$ cat src/rtl/run_ctrl_pkg.sv
// Shared types and default constants for the run_ctrl sequencer/arbiter.
package run_ctrl_pkg;

  // Sequencer states; FINISH is the post-run state that owns dmem for readback.
  typedef enum logic [2:0] {
    IDLE   = 3'd0,
    ACCESS = 3'd1,
    PRIME  = 3'd2,
    RUN    = 3'd3,
    FINISH = 3'd4
  } state_t;

  localparam int DEF_DW         = 32;
  localparam int DEF_MAX_CYCLES = 65535;
  localparam int DEF_CW         = 16;

endpackage

$ cat src/rtl/run_ctrl_cycle_counter.sv
// RUN-cycle counter: synchronous clear, enable, saturating count and a
// terminal flag that marks the last cycle of the budget.
module cycle_counter
  import run_ctrl_pkg::*;
#(
  parameter int MAX_CYCLES = DEF_MAX_CYCLES,
  parameter int CW         = DEF_CW
) (
  input  logic          clk,
  input  logic          reset,
  input  logic          clear,
  input  logic          enable,
  output logic [CW-1:0] count,
  output logic          terminal
);

  localparam logic [CW-1:0] TERM = CW'(MAX_CYCLES - 1);

  // Count enabled cycles; hold at all-ones so the value can never wrap.
  always_ff @(posedge clk) begin
    if (reset) begin
      count <= '0;
    end else if (clear) begin
      count <= '0;
    end else if (enable && (count != '1)) begin
      count <= count + 1'b1;
    end
  end

  // Terminal when the current cycle is the last one the budget allows.
  always_comb begin
    terminal = (count == TERM);
  end

endmodule

$ cat src/rtl/run_ctrl.sv
// Sequencer and dmem arbiter for the RSA pipeline CPU: host loads operands
// while the CPU is held in reset, the CPU runs until its zero flag or the
// cycle budget, then dmem is handed back to the host for readback.
module run_ctrl
  import run_ctrl_pkg::*;
#(
  parameter int DW         = DEF_DW,
  parameter int MAX_CYCLES = DEF_MAX_CYCLES,
  parameter int CW         = DEF_CW
) (
  input  logic          clk,
  input  logic          reset,
  input  logic          host_go,
  input  logic          host_we,
  input  logic          host_re,
  input  logic [DW-1:0] host_addr,
  input  logic [DW-1:0] host_wdata,
  output logic [DW-1:0] host_rdata,
  output logic          host_ack,
  input  logic          cpu_memwrite,
  input  logic [DW-1:0] cpu_adr,
  input  logic [DW-1:0] cpu_wdata,
  output logic [DW-1:0] cpu_rdata,
  output logic          cpu_reset,
  output logic          cpu_start,
  input  logic          cpu_done,
  output logic          mem_we,
  output logic [DW-1:0] mem_adr,
  output logic [DW-1:0] mem_wdata,
  input  logic [DW-1:0] mem_rdata,
  output logic          busy,
  output logic          done,
  output logic          timeout,
  output logic [CW-1:0] cycles
);

  state_t        state;
  state_t        state_next;
  state_t        ret_state;
  logic          cap_load;
  logic          cap_we;
  logic [DW-1:0] cap_adr;
  logic [DW-1:0] cap_wdata;
  logic          cnt_clear;
  logic          cnt_en;
  logic          cnt_term;
  logic          run_end;
  logic          run_timeout;

  cycle_counter #(
    .MAX_CYCLES(MAX_CYCLES),
    .CW        (CW)
  ) u_cycle_counter (
    .clk     (clk),
    .reset   (reset),
    .clear   (cnt_clear),
    .enable  (cnt_en),
    .count   (cycles),
    .terminal(cnt_term)
  );

  // State register.
  always_ff @(posedge clk) begin
    if (reset) begin
      state <= IDLE;
    end else begin
      state <= state_next;
    end
  end

  // Next-state decode plus the strobes that drive capture, counter and status.
  always_comb begin
    state_next  = state;
    cap_load    = 1'b0;
    cnt_clear   = 1'b0;
    cnt_en      = 1'b0;
    run_end     = 1'b0;
    run_timeout = 1'b0;
    unique case (state)
      IDLE, FINISH: begin
        // go wins; a same-cycle host access is dropped without an ack
        if (host_go) begin
          state_next = PRIME;
        end else if (host_we || host_re) begin
          state_next = ACCESS;
          cap_load   = 1'b1;
        end
      end
      ACCESS: begin
        state_next = ret_state;
      end
      PRIME: begin
        state_next = RUN;
        cnt_clear  = 1'b1;
      end
      RUN: begin
        cnt_en = 1'b1;
        // the CPU's own completion outranks budget exhaustion
        if (cpu_done) begin
          state_next = FINISH;
          run_end    = 1'b1;
        end else if (cnt_term) begin
          state_next  = FINISH;
          run_end     = 1'b1;
          run_timeout = 1'b1;
        end
      end
      default: begin
        state_next = IDLE;
      end
    endcase
  end

  // Capture the host request and remember which idle state to return to.
  always_ff @(posedge clk) begin
    if (reset) begin
      ret_state <= IDLE;
      cap_we    <= 1'b0;
      cap_adr   <= '0;
      cap_wdata <= '0;
    end else if (cap_load) begin
      ret_state <= state;
      cap_we    <= host_we;
      cap_adr   <= host_addr;
      cap_wdata <= host_wdata;
    end
  end

  // Sticky run status: cleared when a run is primed, set when it ends.
  always_ff @(posedge clk) begin
    if (reset) begin
      done    <= 1'b0;
      timeout <= 1'b0;
    end else if (state == PRIME) begin
      done    <= 1'b0;
      timeout <= 1'b0;
    end else if (run_end) begin
      done    <= 1'b1;
      timeout <= run_timeout;
    end
  end

  // Host completion: one-cycle ack after ACCESS, read data captured on reads.
  always_ff @(posedge clk) begin
    if (reset) begin
      host_ack   <= 1'b0;
      host_rdata <= '0;
    end else begin
      host_ack <= (state == ACCESS);
      if ((state == ACCESS) && !cap_we) begin
        host_rdata <= mem_rdata;
      end
    end
  end

  // dmem port mux: CPU owns it in RUN, otherwise the host capture registers.
  always_comb begin
    mem_we    = 1'b0;
    mem_adr   = cap_adr;
    mem_wdata = cap_wdata;
    if (state == RUN) begin
      mem_we    = cpu_memwrite;
      mem_adr   = cpu_adr;
      mem_wdata = cpu_wdata;
    end else if (state == ACCESS) begin
      mem_we = cap_we;
    end
  end

  // CPU control and status flags; start is RUN with a freshly cleared counter.
  always_comb begin
    cpu_rdata = mem_rdata;
    cpu_reset = (state != RUN);
    cpu_start = (state == RUN) && (cycles == '0);
    busy      = (state == PRIME) || (state == RUN);
  end

endmodule

$ cat config.mk
export PLATFORM = sky130hd
export DESIGN_NAME = run_ctrl
export DESIGN_NICKNAME = d
export VERILOG_FILES = /design/src/rtl/run_ctrl_pkg.sv /design/src/rtl/run_ctrl_cycle_counter.sv /design/src/rtl/run_ctrl.sv
export SDC_FILE = /design/constraint.sdc
export NUM_CORES = 1
export LEC_CHECK = 0
export ABC_AREA = 0
export ABC_CLOCK_PERIOD_IN_PS = 2300
export BUFFER_PORTS_ARGS = -buffer_cell sky130_fd_sc_hd__buf_2
export CAP_MARGIN = 20
export CORE_AREA = 2 2 123 125
export DETAILED_ROUTE_END_ITERATION = 7
export DIE_AREA = 0 0 125 127
export PLACE_DENSITY = 0.7
export SYNTH_ARGS = -nofsm -noshare
export SYNTH_HDL_FRONTEND = slang
export SYNTH_SLANG_ARGS = --single-unit
$ cat constraint.sdc
create_clock -name clk -period 2.3 [get_ports clk]
set_clock_uncertainty 0.2 [all_clocks]
set_input_delay 0.115 -clock clk [delete_from_list [all_inputs] [get_ports clk]]
set_output_delay 0.115 -clock clk [all_outputs]
set_load 0.005 [all_outputs]
==> results.json <==
{
  "status": "complete, no violations",
  "gp_congestion": 0.855,
  "r2r_setup_slack_ps": 160,
  "rr_endpoint": "cap_adr[4]",
  "final_cell_area_sq_um": 8950,
  "final_hold_viol_count": 0,
  "worst-path-stages": 7,
  "synth_cells": 810,
  "cp_num_buf_inv": 3,
  "cp.arrival_ps": 2290,
  "hold_path_end": "host_rdata[31]",
  "synth_area_per_cell_sq_um": 6.92,
  "cts_tree": "yes",
  "wl_mm": 19.8,
  "leakage_nw": 4.43,
  "path_clk_slew_ps": 50,
  "synth_top_area_frac": 0.436,
  "async_reset_ff_frac": 0,
  "dr_total_vias": 6726,
  "ys.flop_type": "dfxtp_1",
  "drv_cap": 0,
  "final_common_cell": "nand2_1",
  "fin_nets": 1367,
  "wl_per_cell_um": 14.2,
  "layout_common_cells": "nand2_1, buf_2, dfxtp_1",
  "grt_pass1_vias": 6377,
  "worst_path_largest_cell_delay_ps": 580,
  "required_ps": 2450,
  "grt_start_max_net_pins": 73,
  "cpMaxStageDelayCell": "dlygate4sd3_1",
  "cpLargestDelayFamily": "buffers and inverters",
  "path_class": "flop to flop",
  "synth-seq-cells": 122,
  "slew_headroom": 0.610,
  "ios": 318,
  "synth_top_cells_by_area": "dfxtp_1, nand2_1, a21oi_1",
  "yosysTopAreaCell": "dfxtp_1",
  "tightest_slew_ps": 585,
  "critPathMaxFanout": 18,
  "post-route-util": 0.621,
  "fp.dieH_um": 127,
  "drive_gt1_frac": 0.308,
  "crit_chain": "nor3_2 -> buf_4 -> and2b_4 -> buf_12 -> nand2_1 -> a21oi_1 -> dlygate4sd3_1",
  "antenna_found_initial": 2,
  "timing.rr.start": "state[0]",
  "dr.pass1.iters": 4,
  "p_per_area_nw_per_um2": 628,
  "die_area_sq_um": 15900,
  "cts_buffer_depth": 2,
  "cp-start-kind": "flop",
  "syn-cell-area_sq_um": 5610,
  "gr-usage-all-layers": 0.233,
  "clk_latency_ps": 410,
  "use_met1": 0.268,
  "slew_violations": 0,
  "drtAntennaViolNets": 0,
  "h-tree-depth": 4,
  "dieWidth_um": 125,
  "setup_tns_ps": 0,
  "ys_types": 41,
  "whs_path_depth": 2,
  "cts_sinks": 122,
  "overflow": 0,
  "via_per_inst": 4.82,
  "initial_core_util": 0.389,
  "core.rowCount": 44,
  "synth_nets": 980,
  "rsz0062_at_grt": "false",
  "end_kind": "flop",
  "place_area_sq_um": 7150,
  "drc": 0,
  "grt_use_met2": 0.410,
  "post_cts_buffers": 0,
  "port-buffer-count": 317,
  "yosys_warnings": 0,
  "min_from": "host_rdata[31]",
  "drt_iter0_drc": 460,
  "fmax_ghz": 0.467,
  "ff2ff_path_depth": 7,
  "top_usage_layer": "met2",
  "setup_viol": 0,
  "grt_pass1_wl_mm": 30.4,
  "coreArea_sq_um": 14400,
  "holdCritPathClass": "flop to flop",
  "area_delta_synth_final_pct": 59.7,
  "groute.layer.met3.usage": 0.0704,
  "period_minus_slack_ps": 2140,
  "synth_edf_count": 0,
  "fin_crit_sh": 0.931,
  "dp_hpwl_mm": 12.4,
  "ys_seq_area_frac": 0.436,
  "vdd_drop_max_uv": 468,
  "cts_buffers": 17,
  "clockRootBuffer": "clkbuf_16"
}
synthesized netlist by cell type, types with 3 or more instances:
cell	instances
dfxtp_1	122
and2_1	3
nand4_1	6
buf_2	12
and4_1	3
ha_1	3
o211ai_1	6
buf_4	32
and3_1	4
nand2_1	393
nor4_1	4
clkbuf_1	38
nand3_1	5
nor2_1	24
a21oi_1	102
inv_1	5
xor2_1	12
worst register-to-register path: cells and delay by family, from the launching register on:
| kind | cells | cell delay [ps] |
|---|---|---|
| AND/OR/NAND/NOR | 3 | 480 |
| flip-flops | 1 | 360 |
| buffers and inverters | 3 | 920 |
| AO/OA/AOI/OAI | 1 | 130 |
where the power goes:
group / total (mW) / switching, mW / internal, mW
logic: 1.01 / 0.497 / 0.513
registers: 2.29 / 0.0601 / 2.23
clock network: 2.33 / 0.912 / 1.41
total: 5.62 / 1.47 / 4.15
kinds of logic (layout without fill, tap and decap cells):
logic type / Yosys count / count (layout) / share of synthesized area
compound gates: 122 / 122 / 0.117
flops: 122 / 122 / 0.436
xor+xnor: 14 / 14 / 0.0219
mux: 2 / 2 / 0.00357
simple gates: 457 / 457 / 0.329
other cells: 0 / 1 / 0
buf+inv: 90 / 489 / 0.0857
fa+ha+maj: 3 / 3 / 0.00670
repair_timing:
action,in CTS,in global routing
pin swaps,0,0
gates resized for setup,2,10
gates cloned,0,3
endpoints found under the setup margin,50,72
hold buffers,117,0
endpoints found under the hold margin,102,0
layout make-up:
cell class / instances / area, sq um
Antenna cell: 1 / 2.50
Sequential cell: 122 / 2440
Clock inverter: 8 / 47.5
Inverter: 6 / 25.0
Clock buffer: 23 / 468
Multi-Input combinational cell: 598 / 2710
Fill cell: 1262 / 5470
Tap cell: 184 / 230
Timing Repair Buffer: 452 / 3030
registers in the layout (all words and copies together) (netlist names):
| name | flops |
|---|---|
| cap_adr | 32 |
| cap_wdata | 32 |
| host_rdata | 32 |
| u_cycle_counter.count | 16 |
| ret_state | 3 |
| state | 3 |
| cap_we | 1 |
| done | 1 |
| host_ack | 1 |
| timeout | 1 |
per-stage QoR:
stage,cells,setup WS [ps],hold WS [ps],total power [mW]
after floorplan,810,478,10.7,2.75
after global placement,1242,350,140,3.13
after detailed placement,1242,294,143,3.13
after CTS,1390,6.04,234,5.63
after global routing,1394,20.0,267,5.87
final,1394,159,248,5.62
routing by layer:
metal | routed length [um] | part of all wire
met5 | 0 | 0
met4 | 501 | 0.025
met3 | 1500 | 0.076
met2 | 9940 | 0.50
met1 | 7860 | 0.40
worst max-delay path by stage:
stage          startpoint                  endpoint  slack (ps)
2_1_floorplan    state[2]  u_cycle_counter.count[9]         480
3_3_place_gp     state[0]  u_cycle_counter.count[9]         350
3_5_place_dp     state[0]  u_cycle_counter.count[7]         290
4_1_cts          state[2]              mem_wdata[1]           6
5_1_grt          state[0]                 cpu_start          20
6_report         state[0]                cap_adr[4]         160
Power figures use the tool's default switching activity.
